**src/rtl/matrix_bram_pkg.sv**
```systemverilog
// rtl/matrix_bram_pkg.sv - arbiter state type and default matrix BRAM widths
package matrix_bram_pkg;

  typedef enum logic [1:0] {
    ARB_IDLE    = 2'd0,
    ARB_GRANT   = 2'd1,
    ARB_RELEASE = 2'd2
  } arb_state_t;

  localparam int MATRIX_ADDR_WIDTH = 14;
  localparam int MATRIX_DATA_WIDTH = 32;

endpackage

```
**src/rtl/matrix_bram_arbiter_rr_picker.sv**
```systemverilog
// rtl/matrix_bram_arbiter_rr_picker.sv - combinational round-robin winner search
// Search begins one past i_last and wraps, so the previous owner is considered last.
module rr_picker #(
  parameter int NUM_REQ = 3,
  parameter int IDX_W   = $clog2(NUM_REQ)
) (
  input  logic [NUM_REQ-1:0] i_req,
  input  logic [IDX_W-1:0]   i_last,
  output logic [NUM_REQ-1:0] o_onehot,
  output logic [IDX_W-1:0]   o_idx,
  output logic               o_valid
);

  int w_pos;

  always_comb begin
    o_onehot = '0;
    o_idx    = '0;
    o_valid  = 1'b0;
    w_pos    = 0;
    for (int k = 1; k <= NUM_REQ; k++) begin
      w_pos = int'(i_last) + k;
      if (w_pos >= NUM_REQ) w_pos = w_pos - NUM_REQ;
      if (!o_valid && i_req[IDX_W'(w_pos)]) begin
        o_valid                  = 1'b1;
        o_idx                    = IDX_W'(w_pos);
        o_onehot[IDX_W'(w_pos)]  = 1'b1;
      end
    end
  end

endmodule

```
**src/rtl/matrix_bram_arbiter.sv**
```systemverilog
// rtl/matrix_bram_arbiter.sv - session-based round-robin owner of the matrix BRAM port
// Optional session watchdog and revoke mask enabled by defining ARB_TIMEOUT_EN.
module matrix_bram_arbiter
  import matrix_bram_pkg::*;
#(
  parameter int NUM_REQ    = 3,
  parameter int DATA_WIDTH = MATRIX_DATA_WIDTH,
  parameter int ADDR_WIDTH = MATRIX_ADDR_WIDTH
`ifdef ARB_TIMEOUT_EN
  , parameter int HOLD_TIMEOUT = 4096
`endif
) (
  input  logic                          clk,
  input  logic                          rst_n,
  input  logic [NUM_REQ-1:0]            req,
  output logic [NUM_REQ-1:0]            grant,
  output logic                          busy,
  input  logic [NUM_REQ*ADDR_WIDTH-1:0] m_addr,
  input  logic [NUM_REQ-1:0]            m_we,
  input  logic [NUM_REQ*DATA_WIDTH-1:0] m_din,
  output logic [DATA_WIDTH-1:0]         m_dout,
  output logic [ADDR_WIDTH-1:0]         bram_addr,
  output logic                          bram_we,
  output logic [DATA_WIDTH-1:0]         bram_din,
  input  logic [DATA_WIDTH-1:0]         bram_dout,
  output logic                          timeout_err
);

  localparam int IDX_W = $clog2(NUM_REQ);

  arb_state_t         r_state, w_state_nxt;
  logic [NUM_REQ-1:0] r_grant, w_grant_nxt;
  logic [IDX_W-1:0]   r_last_owner, w_last_owner_nxt;
  logic [NUM_REQ-1:0] w_eligible;
  logic [NUM_REQ-1:0] w_win_onehot;
  logic [IDX_W-1:0]   w_win_idx;
  logic               w_win_valid;
  logic               w_owner_req;
  logic               w_revoke;

  // r_last_owner doubles as the current owner index while in GRANT
  assign w_owner_req = req[r_last_owner];

`ifdef ARB_TIMEOUT_EN
  localparam int CNT_W = $clog2(HOLD_TIMEOUT);

  logic [CNT_W-1:0]   r_cnt;
  logic [NUM_REQ-1:0] r_mask;
  logic               r_timeout_err;
  logic               w_new_grant;

  assign w_eligible  = req & ~r_mask;
  assign w_revoke    = (r_state == ARB_GRANT) && w_owner_req &&
                       (r_cnt == CNT_W'(HOLD_TIMEOUT - 1));
  assign w_new_grant = (r_state != ARB_GRANT) && w_win_valid;
  assign timeout_err = r_timeout_err;

  // A revoked requester stays masked until it is seen with req low
  always_ff @(posedge clk or negedge rst_n) begin
    if (!rst_n) begin
      r_cnt         <= '0;
      r_mask        <= '0;
      r_timeout_err <= 1'b0;
    end else begin
      if (w_new_grant) r_cnt <= '0;
      else if (r_state == ARB_GRANT) r_cnt <= r_cnt + 1'b1;
      r_mask        <= (r_mask & req) | (w_revoke ? r_grant : '0);
      r_timeout_err <= w_revoke;
    end
  end
`else
  assign w_eligible  = req;
  assign w_revoke    = 1'b0;
  assign timeout_err = 1'b0;
`endif

  rr_picker #(
    .NUM_REQ (NUM_REQ),
    .IDX_W   (IDX_W)
  ) u_rr_picker (
    .i_req    (w_eligible),
    .i_last   (r_last_owner),
    .o_onehot (w_win_onehot),
    .o_idx    (w_win_idx),
    .o_valid  (w_win_valid)
  );

  always_comb begin
    w_state_nxt      = r_state;
    w_grant_nxt      = r_grant;
    w_last_owner_nxt = r_last_owner;
    unique case (r_state)
      ARB_IDLE, ARB_RELEASE: begin
        if (w_win_valid) begin
          w_grant_nxt      = w_win_onehot;
          w_last_owner_nxt = w_win_idx;
          w_state_nxt      = ARB_GRANT;
        end else begin
          w_grant_nxt = '0;
          w_state_nxt = ARB_IDLE;
        end
      end
      ARB_GRANT: begin
        if (!w_owner_req || w_revoke) begin
          w_grant_nxt = '0;
          w_state_nxt = ARB_RELEASE;
        end
      end
      default: begin
        w_grant_nxt = '0;
        w_state_nxt = ARB_IDLE;
      end
    endcase
  end

  always_ff @(posedge clk or negedge rst_n) begin
    if (!rst_n) begin
      r_state      <= ARB_IDLE;
      r_grant      <= '0;
      r_last_owner <= IDX_W'(NUM_REQ - 1);
    end else begin
      r_state      <= w_state_nxt;
      r_grant      <= w_grant_nxt;
      r_last_owner <= w_last_owner_nxt;
    end
  end

  // Port mux keyed off the registered one-hot grant; RELEASE and IDLE drive zeros
  always_comb begin
    bram_addr = '0;
    bram_we   = 1'b0;
    bram_din  = '0;
    for (int i = 0; i < NUM_REQ; i++) begin
      if (r_grant[i]) begin
        bram_addr = m_addr[i*ADDR_WIDTH +: ADDR_WIDTH];
        bram_we   = m_we[i];
        bram_din  = m_din[i*DATA_WIDTH +: DATA_WIDTH];
      end
    end
  end

  assign grant  = r_grant;
  assign busy   = |r_grant;
  assign m_dout = bram_dout;

endmodule

```
**config.mk**
```make
export PLATFORM = sky130hd
export DESIGN_NAME = matrix_bram_arbiter
export DESIGN_NICKNAME = d
export VERILOG_FILES = /design/src/rtl/matrix_bram_pkg.sv /design/src/rtl/matrix_bram_arbiter_rr_picker.sv /design/src/rtl/matrix_bram_arbiter.sv
export SDC_FILE = /design/constraint.sdc
export NUM_CORES = 1
export LEC_CHECK = 0
export BUFFER_PORTS_ARGS = -buffer_cell sky130_fd_sc_hd__buf_2
export CORE_AREA = 2 2 102 104
export CTS_BUF_LIST = sky130_fd_sc_hd__clkbuf_4
export DETAILED_ROUTE_END_ITERATION = 8
export DIE_AREA = 0 0 104 106
export PLACE_DENSITY = 0.65
export SETUP_SLACK_MARGIN = 0.05
export SKIP_LAST_GASP = 1
export SYNTH_ARGS = -nofsm -noshare
export SYNTH_HDL_FRONTEND = slang
export SYNTH_SLANG_ARGS = --single-unit
```
**constraint.sdc**
```tcl
create_clock -name clk -period 2.93 [get_ports clk]
set_clock_uncertainty 0.05 [all_clocks]
set_input_delay 0.293 -clock clk [delete_from_list [all_inputs] [get_ports clk]]
set_output_delay 0.293 -clock clk [all_outputs]
set_load 0.02 [all_outputs]
```
==> impl_metrics.ini, run 1 <==
[drt]
postRouteAntennaNets = 0
wl_mm = 8.23
vias = 2546
avgRoutedWirePerCell_um = 15.0
drtIter0Drc = 167
first_pass_iters = 6
drc = 0
vias_per_cell = 4.63

[grt]
grt_pass1_wl_mm = 12.4
use_met3_pct = 7.79
grt_pass1_vias = 2415
met1_usage_pct = 14.9
antenna_found_initial = 0
grt.busiest_layer = met2
use_met2_pct = 23.5
grt_overflow_total = 0
grt_start_max_net_pins = 83
grtUsageTotal_pct = 13.5

[synth]
synth-edff-count = 0
synthFlopType = dfrtp_1
synth_area_um2 = 1750
synthCells = 267
synth_cell_types = 42
synth_fp_nets = 451
synth-seq-cells = 7
async_flop_share_pct = 100
yosysWarnings = 0
yosysSeqAreaShare_pct = 10.1
syn_avg_cell_area_um2 = 6.56

[floorplanning]
die_area_um2 = 11000
dieHeight_um = 106
fp.dieW_um = 104
floorplan.initialDensity_pct = 17.5
rows = 37
core-area_um2 = 10000
io_pins = 262

[flow_run]
maxCapViolations = 0

[place]
dp.final_hpwl_mm = 6.85
gp_congestion = 0.844
dp.cells = 545
pre_cts_ws_ps = 696
port_buffers = 196

[clock_network]
clk_path_buf_depth = 2
root_buffer = clkbuf_4
numCtsBuffers = 3
post-cts-setup-buffer-count = 0
clk_latency_ps = 250
h-tree-depth = 1
cts_tree = yes
cts_sinks = 7
clkTransAtPathRegs_ps = 50

[setup_path]
cpMaxStageDelayCell = dfrtp_1
path_buf_inv = 2
startpoint_type = flop
end_kind = output pin
cp_max_fo = 35
cp_top_family = buffers and inverters
arrival_ps = 2010
slowest_delay_ps = 420
path_class = flop to output pin
worst-endpoint-required_ps = 2590
crit_chain = nor2b_4 > buf_4 > a22oi_1 > o21ai_0 > buf_2

[finish]
final_common_cell = buf_2
layout_common_cells = buf_2, nand2_1, o21ai_0
drive_above_1_share_pct = 52.2
syn2layout_area_growth_pct = 50.4
fillers = 1134
antenna_cells = 0
nets = 599
layout.cells.non_filler = 550

[timing]
fin_crit_ps = 2350
worstMarginPinSlew_ps = 552
slew_violations = 0
rsz0062_at_grt = no
fin_tns_setup_ps = 0
timing.final.crit_share_pct = 80.3
setup_slack_ps = 577
fin_hold_ws_ps = 345
max_freq_ghz = 0.425
max_slew_margin_pct = 63.2
finalSetupViolCount = 0
finalHoldViolations = 0

[power]
pwr-share-comb_pct = 85.6
powerDensity_nw_per_um2 = 789
finalPower_uw = 2080
p_seq_share_pct = 9.8
switching_power_uw = 1230
p_leak_uw = 0.00130
p_int_uw = 850
peakVddDrop_uv = 396
clkPwrFrac_pct = 4.6
sw_frac_of_total_pct = 59.1

[status]
outcome = finished clean

[hold_path]
hold_path.class = input port to asynchronous set/reset pin
## synthesized netlist by cell type, types with 2 or more instances
master    instances  area [µm²]
nand2_1          56         210
o21ai_0          52         260
a22oi_1          46         345
buf_4            33         248
clkbuf_1         16        60.1
buf_2             7        35.0
dfrtp_1           6         150
ha_1              6        75.1
inv_1             4        15.0
o21ai_1           4        20.0
a21oi_1           3        15.0
nor2_1            3        11.3
mux2i_1           2        20.0
## state kept, by name, summed over array words and instances (netlist names)
| signal | cells |
|---|---|
| r_state | 2 |
| r_last_owner | 2 |
| grant | 3 |
## stage by stage
step / util [%] / area, µm²
global placement: 25.9 / 2590
CTS: 26.3 / 2630
global route: 26.3 / 2630
floorplan: - / 1750
detailed placement: 25.9 / 2590
finish: 26.3 / 2630
## routing by layer
metal	vias up	wire length, µm
li1	1224	-
met1	1154	3030
met2	166	4000
met3	2	1190
met4	0	14
met5	-	0
## logic make-up (layout without fill, tap and decap cells)
group	count (synthesis)	in the layout	share of synthesized area, %
AO/OA/AOI/OAI	119	119	45.4
AND/OR/NAND/NOR	70	70	17.4
buffers and inverters	61	208	21.1
flip-flops	7	7	10.1
adder cells (fa/ha/maj)	6	6	4.29
multiplexers	2	2	1.14
other	1	1	0.214
XOR/XNOR	1	1	0.500
## path summary, 6_finish.rpt
path	from	to	slack [ps]	depth (start not counted)
max reg2reg	r_last_owner[0]	r_last_owner[1]	670	6
max in group asynchronous	rst_n	r_last_owner[1]	2260	2
min reg2reg	r_state[1]	r_state[1]	380	1
min in group clk	r_state[1]	r_state[1]	380	1
max	grant[0]	bram_din[8]	580	5
min	rst_n	grant[1]	350	2
## worst reg2reg max path, cell delays in order, from the launching register on
cell and delay (ps):
dfrtp_1 510, inv_1 220, ha_1 460, inv_1 180, a211oi_4 70, a221o_2 470, o31ai_2 230
## power groups by stage
stage	clock (µW)	sequential [µW]	combinational, µW
CTS	98.7	206	1790
global route	109	214	1940
finish	95.4	203	1780
global placement	0	205	1750
detailed placement	0	207	1780
floorplan	0	186	1300
## what timing repair did
item / CTS / global route
hold buffers: 1 / 0
gates resized for setup: 0 / 0
endpoints found under the hold margin: 6 / 0
## cell type report
type	count	area [µm²]	share of cell area, %
Timing Repair Buffer	200	1030	39.0
Multi-Input combinational cell	199	1210	46.1
Inverter	4	15.0	0.570
Sequential cell	7	179	6.79
Clock buffer	4	30.0	1.14
Tap cell	136	170	6.46
Note: power is estimated with default switching activity, not from simulation.
==> run 2: changes to the inputs <==
- clock period: 2.93 -> 2.3 ns (I/O delays scaled with it)
==> run 2 against run 1 <==
Compared with the run above:
- critical path type is now flop to flop
- combinational power increased by 31%
- non-clock buffer count increased by 5
- worst setup slack got worse by 380 ps
- register-to-register slack got worse by 470 ps
- hold slack got worse by 48 ps
- final cell count increased by 0.91%
- global-route usage increased by 0.14 points
- sequential share of layout area decreased by 0.11 points
- critical path depth increased by 2
==> impl_metrics.ini, run 2 (synthesized netlist as in run 1, its figures left out) <==
[power]
p_int_uw = 1130
pwr-share-comb_pct = 85.8
powerDensity_nw_per_um2 = 1010
p_leak_uw = 0.00133
p_seq_share_pct = 9.7
switching_power_uw = 1580
clkPwrFrac_pct = 4.5
peakVddDrop_uv = 333
sw_frac_of_total_pct = 58.2

[clock_network]
clk_path_buf_depth = 2
numCtsBuffers = 3
post-cts-setup-buffer-count = 0
clkTransAtPathRegs_ps = 50
root_buffer = clkbuf_4
h-tree-depth = 1
cts_sinks = 7
clk_latency_ps = 250
cts_tree = yes

[finish]
final_common_cell = buf_2
nets = 604
antenna_cells = 0
largest_register_ffs = 3
seq_area_um2 = 179
layout_common_cells = buf_2, nand2_1, o21ai_0
drive_above_1_share_pct = 53.2
syn2layout_area_growth_pct = 52.8
multiInputGateArea_um2 = 1220
fillers = 1128

[setup_path]
slowest_delay_ps = 580
cpMaxStageDelayCell = dfstp_2
worst-endpoint-required_ps = 2410
reg2reg_to = r_last_owner[1]
startpoint_type = flop
path_class = flop to flop
arrival_ps = 2210
crit_chain = inv_1 > ha_2 > inv_1 > a211oi_4 > a221o_2 > nand2_1 > o31ai_2
worstReg2RegStart = r_last_owner[1]
rrSetupSlack_ps = 200
cp-startpoint = r_last_owner[1]
endpoint = r_last_owner[1]
reg2regPathDepth = 7
end_kind = flop
cp_max_fo = 9
crit_path_frequent_cell = inv_1

[flow_run]
maxCapViolations = 0

[timing]
fin_tns_setup_ps = 0
fin_crit_ps = 2100
max_freq_ghz = 0.476
slew_violations = 0
fin_hold_ws_ps = 297
timing.final.crit_share_pct = 91.3
rsz0062_at_grt = no
finalHoldViolations = 0
finalSetupViolCount = 0

[grt]
grt_overflow_total = 0
grt_start_max_net_pins = 40
antenna_found_initial = 0
grtUsageTotal_pct = 13.7
grt_pass1_wl_mm = 12.4
grt_pass1_vias = 2352

[drt]
maxUsedRoutingLayer = met4
drtIter0Drc = 237
wl_met2_mm = 3.85
avgRoutedWirePerCell_um = 15.0
vias_per_cell = 4.54
first_pass_iters = 4
wl_mm = 8.33
vias = 2517
drc = 0
route.met3.wl_mm = 1.04
wl_met1_mm = 3.41
postRouteAntennaNets = 0

[floorplanning]
io_pins = 262
rows = 37
fp.dieW_um = 104
dieHeight_um = 106
floorplan.initialDensity_pct = 17.5
die_area_um2 = 11000
core-area_um2 = 10000

[status]
outcome = finished clean

[place]
gp_congestion = 0.845
port_buffers = 196
dp.final_hpwl_mm = 7.03

[hold_path]
hold_path.class = input port to asynchronous set/reset pin
-- run 2: worst max-delay path, delay by kind of cell, from the launching register on --
kind / cells / cell delay [ps]
fa+ha+maj: 1 / 440
compound gates: 3 / 620
simple gates: 1 / 90
flops: 1 / 580
buf+inv: 2 / 220
-- run 2: timing repair --
action | 4_1_cts | 5_1_grt
hold buffers | 1 | 0
setup endpoints to repair | 0 | 1
endpoints found under the hold margin | 7 | 0
gates resized for setup | 0 | 2
-- run 2: routing by layer --
metal  track usage (%)  vias to the layer above
li1                  -                     1242
met1              16.9                     1148
met2              22.0                      123
met3              6.93                        4
met4              1.45                        0
met5                 0                        -
-- run 2: final cells by class --
class	count	share of cell area, %
Sequential cell	7	6.69
Clock buffer	4	1.12
Inverter	4	0.561
Timing Repair Buffer	205	39.7
Multi-Input combinational cell	199	45.5
Tap cell	136	6.36
-- run 2: how the worst min path moves through the flow --
stage,start,end,slack (ps),cells past startpoint
2_1_floorplan,rst_n,grant[0],-120,0
3_3_place_gp,rst_n,grant[0],20,1
3_5_place_dp,rst_n,grant[0],20,1
4_1_cts,rst_n,r_state[0],290,2
5_1_grt,rst_n,grant[0],280,2
6_report,rst_n,r_last_owner[0],300,2
-- run 2: power groups by stage --
stage	Sequential [µW]	Clock, µW	Combinational (µW)
6_report	262	123	2330
3_5_place_dp	267	0	2320
5_1_grt	276	145	2530
3_3_place_gp	263	0	2300
4_1_cts	265	129	2320
2_1_floorplan	237	0	1650
-- run 2: metrics by stage --
stage	std cells	area [µm²]	utilization (%)	total power [µW]	setup WS (ps)
finish	555	2680	26.8	2710	200
global route	555	2680	26.8	2950	89.8
CTS	555	2670	26.7	2720	99.7
floorplan	267	1750	-	1890	240
global placement	550	2630	26.3	2560	197
detailed placement	550	2630	26.3	2590	110
